[src/rtl/display_keypad_scanner.sv]
// Digit-multiplexed display latch with keypad return scanning.
// Captures the pattern of each scanned digit once its index has settled; blanks stale slots; debounces keys.
module display_keypad_scanner #(
    parameter int NUM_DIGITS    = 8,
    parameter int SEG_W         = 9,
    parameter int ROWS          = 3,
    parameter int IDX_W         = 3,
    parameter int SETTLE        = 1,
    parameter int DEB_CNT       = 4,
    parameter int BLANK_TIMEOUT = 4096,
    parameter int INVERT_IDX    = 1
) (
    input  logic                        clk25,
    input  logic                        reset,
    input  logic                        clken,
    input  logic [IDX_W-1:0]            scan_idx,
    input  logic [SEG_W-1:0]            seg_in,
    input  logic [NUM_DIGITS*ROWS-1:0]  keys,
    output logic [NUM_DIGITS*SEG_W-1:0] seg_out,
    output logic [NUM_DIGITS-1:0]       digit_valid,
    output logic [ROWS-1:0]             row_n,
    output logic                        key_any
);

    localparam int NKEYS = NUM_DIGITS * ROWS;
    localparam int DW_W  = 5;
    localparam int RC_W  = (BLANK_TIMEOUT > 0) ? $clog2(BLANK_TIMEOUT + 1) : 1;
    localparam bit BLANK_EN = (BLANK_TIMEOUT != 0);
    localparam logic [DW_W-1:0]  DWELL_MAX = DW_W'(SETTLE + 1);
    localparam logic [RC_W-1:0]  RC_MAX    = RC_W'(BLANK_TIMEOUT);
    localparam logic [7:0]       DEB_MAX   = 8'(DEB_CNT);

    logic [IDX_W-1:0] prev_idx_q;
    logic [DW_W-1:0]  dwell_q, dwell_d;
    logic [IDX_W-1:0] slot;
    logic             in_range;
    logic             same_idx;
    logic             latch_fire;
    logic [NKEYS-1:0] deb_vec;
    logic [ROWS-1:0]  row_n_q, row_n_d;
    logic             key_any_q;

    // Inverting the index is just a bitwise complement: (2**IDX_W-1) - x == ~x.
    assign slot     = (INVERT_IDX != 0) ? ~scan_idx : scan_idx;
    assign in_range = {1'b0, slot} < (IDX_W+1)'(NUM_DIGITS);
    assign same_idx = (scan_idx == prev_idx_q);

    always_comb begin
        dwell_d = dwell_q;
        if (same_idx) begin
            dwell_d = (dwell_q >= DWELL_MAX) ? DWELL_MAX : dwell_q + 1'b1;
        end else begin
            dwell_d = DW_W'(1);
        end
    end

    // A dwell latches only on the tick its count first reaches the target.
    assign latch_fire = clken && in_range && (dwell_d == DWELL_MAX)
                        && !(same_idx && (dwell_q == DWELL_MAX));

    always_ff @(posedge clk25) begin
        if (reset) begin
            prev_idx_q <= '1;
            dwell_q    <= '0;
        end else if (clken) begin
            prev_idx_q <= scan_idx;
            dwell_q    <= dwell_d;
        end
    end

    genvar gi;
    generate
        for (gi = 0; gi < NUM_DIGITS; gi++) begin : g_slot
            logic [SEG_W-1:0] seg_q;
            logic             valid_q;
            logic [RC_W-1:0]  rcnt_q;
            logic [RC_W-1:0]  rcnt_inc;
            logic             hit;

            assign hit      = latch_fire && (slot == IDX_W'(gi));
            assign rcnt_inc = rcnt_q + 1'b1;

            always_ff @(posedge clk25) begin
                if (reset) begin
                    seg_q   <= '0;
                    valid_q <= 1'b0;
                    rcnt_q  <= '0;
                end else if (clken) begin
                    if (hit) begin
                        seg_q   <= seg_in;
                        valid_q <= 1'b1;
                        rcnt_q  <= '0;
                    end else if (BLANK_EN && (rcnt_q != RC_MAX)) begin
                        rcnt_q <= rcnt_inc;
                        if (rcnt_inc == RC_MAX) begin
                            seg_q   <= '0;
                            valid_q <= 1'b0;
                        end
                    end
                end
            end

            assign seg_out[gi*SEG_W +: SEG_W] = seg_q;
            assign digit_valid[gi]            = valid_q;
        end

        for (gi = 0; gi < NKEYS; gi++) begin : g_key
            logic       deb_q;
            logic [7:0] dcnt_q;
            logic [7:0] dcnt_inc;

            assign dcnt_inc = dcnt_q + 8'd1;

            always_ff @(posedge clk25) begin
                if (reset) begin
                    deb_q  <= 1'b0;
                    dcnt_q <= '0;
                end else if (clken) begin
                    if (keys[gi] != deb_q) begin
                        if (dcnt_inc == DEB_MAX) begin
                            deb_q  <= ~deb_q;
                            dcnt_q <= '0;
                        end else begin
                            dcnt_q <= dcnt_inc;
                        end
                    end else begin
                        dcnt_q <= '0;
                    end
                end
            end

            assign deb_vec[gi] = deb_q;
        end
    endgenerate

    always_comb begin
        row_n_d = '1;
        for (int s = 0; s < NUM_DIGITS; s++) begin
            if (in_range && (slot == IDX_W'(s))) begin
                row_n_d = ~deb_vec[s*ROWS +: ROWS];
            end
        end
    end

    always_ff @(posedge clk25) begin
        if (reset) begin
            row_n_q   <= '1;
            key_any_q <= 1'b0;
        end else if (clken) begin
            row_n_q   <= row_n_d;
            key_any_q <= |deb_vec;
        end
    end

    assign row_n   = row_n_q;
    assign key_any = key_any_q;

endmodule

[config.mk]
export PLATFORM = sky130hd
export DESIGN_NAME = display_keypad_scanner
export DESIGN_NICKNAME = d
export VERILOG_FILES = /design/src/rtl/display_keypad_scanner.sv
export SDC_FILE = /design/constraint.sdc
export NUM_CORES = 1
export LEC_CHECK = 0
export ABC_CLOCK_PERIOD_IN_PS = 6200
export BUFFER_PORTS_ARGS = -buffer_cell sky130_fd_sc_hd__buf_2
export CORE_MARGIN = 10
export CORE_UTILIZATION = 40
export DETAILED_ROUTE_END_ITERATION = 10
export HOLD_SLACK_MARGIN = 0.1
export PLACE_DENSITY = 0.67
export SYNTH_ARGS = -nofsm -noshare
export SYNTH_HDL_FRONTEND = slang
export SYNTH_SLANG_ARGS = --single-unit
[constraint.sdc]
create_clock -name clk25 -period 6.2 [get_ports clk25]
set_input_delay 0.62 -clock clk25 [delete_from_list [all_inputs] [get_ports clk25]]
set_output_delay 0.62 -clock clk25 [all_outputs]
set_load 0.02 [all_outputs]
==> impl_metrics.env <==
export IMPL_r2r_start="dwell_q[0]"
export IMPL_cts_sinks=412
export IMPL_setup_viol=0
export IMPL_hp_start="keys[3]"
export IMPL_post_cts_resized=0
export IMPL_rsz0062_at_grt="false"
export IMPL_numCtsBuffers=45
export IMPL_grt_pass1_wl_um=93740
export IMPL_max_clock_freq_mhz=286.3
export IMPL_ant_nets=0
export IMPL_clk_latency_ps=590
export IMPL_crit_type="reg2reg"
export IMPL_synth_enable_flop_cells=0
export IMPL_dieArea_um2=64900
export IMPL_hold_path_class="in2reg"
export IMPL_wl_um=57640
export IMPL_cp_cell_sequence="inv_1 -> ha_1 -> o21bai_1 -> a21oi_2 -> nor4b_4 -> o21ai_1 -> nor4_2 -> o22ai_1"
export IMPL_cts_htree_levels=2
export IMPL_worstPathArrival_ps=3900
export IMPL_start_util=0.4064
export IMPL_worst_ep_required_time_ps=6600
export IMPL_gp_congestion=0.8634
export IMPL_postCtsHoldBufs=0
export IMPL_totalNegativeSetupSlack_ps=0
export IMPL_finalMaxSlewViolations=0
export IMPL_vias=20170
export IMPL_final_period_utilization=0.5633
export IMPL_slowest_stage="nor4_2"
export IMPL_worstSetupStartpoint="dwell_q[0]"
export IMPL_wl_per_cell_um=16.76
export IMPL_slew_headroom=0.2207
export IMPL_coreArea_um2=54240
export IMPL_synth_distinct_cells=76
export IMPL_r2r_cells=8
export IMPL_status="complete, no violations"
export IMPL_syn_area_per_cell_um2=8.173
export IMPL_hold_viol=0
export IMPL_start_kind="flip-flop"
export IMPL_grt_pass1_vias=18560
export IMPL_cts_tree="done"
export IMPL_syn2layout_area_growth_pct=12.06
export IMPL_grt_usage=0.1704
export IMPL_clk_pin_slew_ps=60
export IMPL_postCtsSetupRepairBufs=0
export IMPL_layout_drive_gt1_share=0.09566
export IMPL_chipWidth_um=254.7
export IMPL_min_path_cells=3
export IMPL_cellPowerDensity_nw_per_um2=245.4
export IMPL_r2r_end="g_slot[7].seg_q[0]"
export IMPL_rows=85
export IMPL_clock_path_buffers=3
export IMPL_io_pins=123
export IMPL_synth_cells=2697
export IMPL_worst_slew_pin_slew_ps=1154
export IMPL_cp_max_fo=13
export IMPL_drc=0
export IMPL_maxCapViolCount=0
export IMPL_antenna_found_initial=8
export IMPL_r2r_slack_ps=2710
export IMPL_synth_ff_type="dfxtp_1"
export IMPL_async_flop_share=0
export IMPL_skew_ps=30.94
export IMPL_hpwl_um=39250
export IMPL_numPortBuffers=122
export IMPL_synthesis_area_um2=22040
export IMPL_cts_root_buf="clkbuf_16"
export IMPL_grt_max_degree=74
export IMPL_viasPerCell=5.868
export IMPL_syn_nets=2803
export IMPL_crit_path_end="g_slot[7].seg_q[0]"
export IMPL_cp_end_kind="flip-flop"
export IMPL_hold_worst_slack_ps=299.2
export IMPL_drtIter0Drc=1554
export IMPL_fin_crit_ps=3492
export IMPL_synth_top_area_cell="dfxtp_1"
export IMPL_ys_seq_area_frac=0.3742
export IMPL_die_height_um=254.7
export IMPL_ys_ff_latch=412
export IMPL_p_leak_nw=9.459
export IMPL_ys_top_cells_by_area="dfxtp_1 37%, o21ai_0 5.6%, nand2_1 5.0%"
export IMPL_grt_overflow_total=0
export IMPL_yosysWarnings=0
export IMPL_firstDrtPassIters=6
export IMPL_max_stage_delay_ps=990
export IMPL_synth_top_cell_area_share=0.3742
export IMPL_peakVddDrop_v=0.0001888
export IMPL_nets=2808
==> cells by family (layout without fill, tap and decap cells) <==
logic type | count (synthesis) | after routing | share of synthesized area
other | 0 | 3 | 0
muxes | 22 | 22 | 0.01283
DFF | 412 | 412 | 0.3742
adders and majority gates | 67 | 67 | 0.03803
and+or+nand+nor | 1091 | 1091 | 0.2587
AOI/OAI and AO/OA | 721 | 721 | 0.2139
buffers and inverters | 228 | 270 | 0.04036
xor gates and xnor gates | 156 | 156 | 0.06199
==> through the flow <==
step / std cells / setup slack, ps / utilization / total power (W) / cell area (um2)
finish: 3438 / 2708 / 0.4554 / 0.006063 / 24700
global route: 3437 / 2531 / 0.4554 / 0.006287 / 24700
CTS: 3435 / 2771 / 0.4553 / 0.006131 / 24690
detailed placement: 3351 / 2280 / 0.4237 / 0.003069 / 22980
global placement: 3351 / 2334 / 0.4237 / 0.003059 / 22980
floorplan: 2697 / 3345 / - / 0.002967 / 22040
==> worst max-delay path: cells and delay by family, from the launching register on <==
kind            cells  cell delay, ps
simple gates        2            1480
flops               1             410
buf+inv             1              90
compound gates      4            1010
fa+ha+maj           1             320
==> Yosys cell counts, types with 67 or more instances <==
| cell | n |
|---|---|
| ha_1 | 67 |
| xor2_1 | 98 |
| nand4_1 | 68 |
| nand2_1 | 291 |
| clkbuf_1 | 149 |
| a21oi_1 | 111 |
| o21ai_0 | 245 |
| dfxtp_1 | 412 |
| nor2_1 | 180 |
| nand3_1 | 161 |
| and3_1 | 69 |
==> sequential cells by signal, indices dropped and copies added, names as in the netlist <==
name	flops
g_key.dcnt_q	192
key_any	1
g_slot.rcnt_q	104
prev_idx_q	3
dwell_q	5
g_key.deb_q	24
row_n	3
g_slot.valid_q	8
g_slot.seg_q	72
==> layer usage <==
layer  up-vias  share of wire  track usage
met4         6          0.022      0.04947
li1       9986              -            -
met1      9574           0.45       0.2211
met3        98          0.058      0.03013
met2       510           0.47       0.2847
met5         -        0.00071            0
==> final cells by class <==
| type | count | area, um2 |
|---|---|---|
| fill | 5293 | 29540 |
| multi-input combinational | 2057 | 12950 |
| sequential | 412 | 8248 |
| clock buffer | 62 | 1351 |
| tap | 696 | 870.8 |
| timing repair buffer | 137 | 728.2 |
| clock inverter | 22 | 361.6 |
| inverter | 49 | 186.4 |
| antenna | 3 | 7.507 |
==> power by group <==
group	internal, W	total, W	switching [W]
combinational	0.0000901	0.000298	0.000208
clock	0.00187	0.00305	0.00118
sequential	0.00267	0.00271	0.0000412
total	0.00464	0.00606	0.00143
==> cells in the final DEF, fill, tap and decap left out, types with 68 or more instances in the layout <==
cell type	netlist	layout
dfxtp_1	412	412
o21ai_0	245	245
a21oi_1	111	111
and3_1	69	69
buf_2	3	120
nand4_1	68	68
nor2_1	180	178
nand3_1	161	161
xor2_1	98	98
nand2_1	291	290
==> how the worst min path moves through the flow <==
stage / to / slack, ps
6_report: g_key[3].deb_q / 300
4_1_cts: g_key[3].deb_q / 280
3_3_place_gp: dwell_q[4] / 430
5_1_grt: g_key[22].deb_q / 310
2_1_floorplan: dwell_q[4] / 420
3_5_place_dp: dwell_q[3] / 440
No activity file was read; power rests on OpenSTA's default activity.
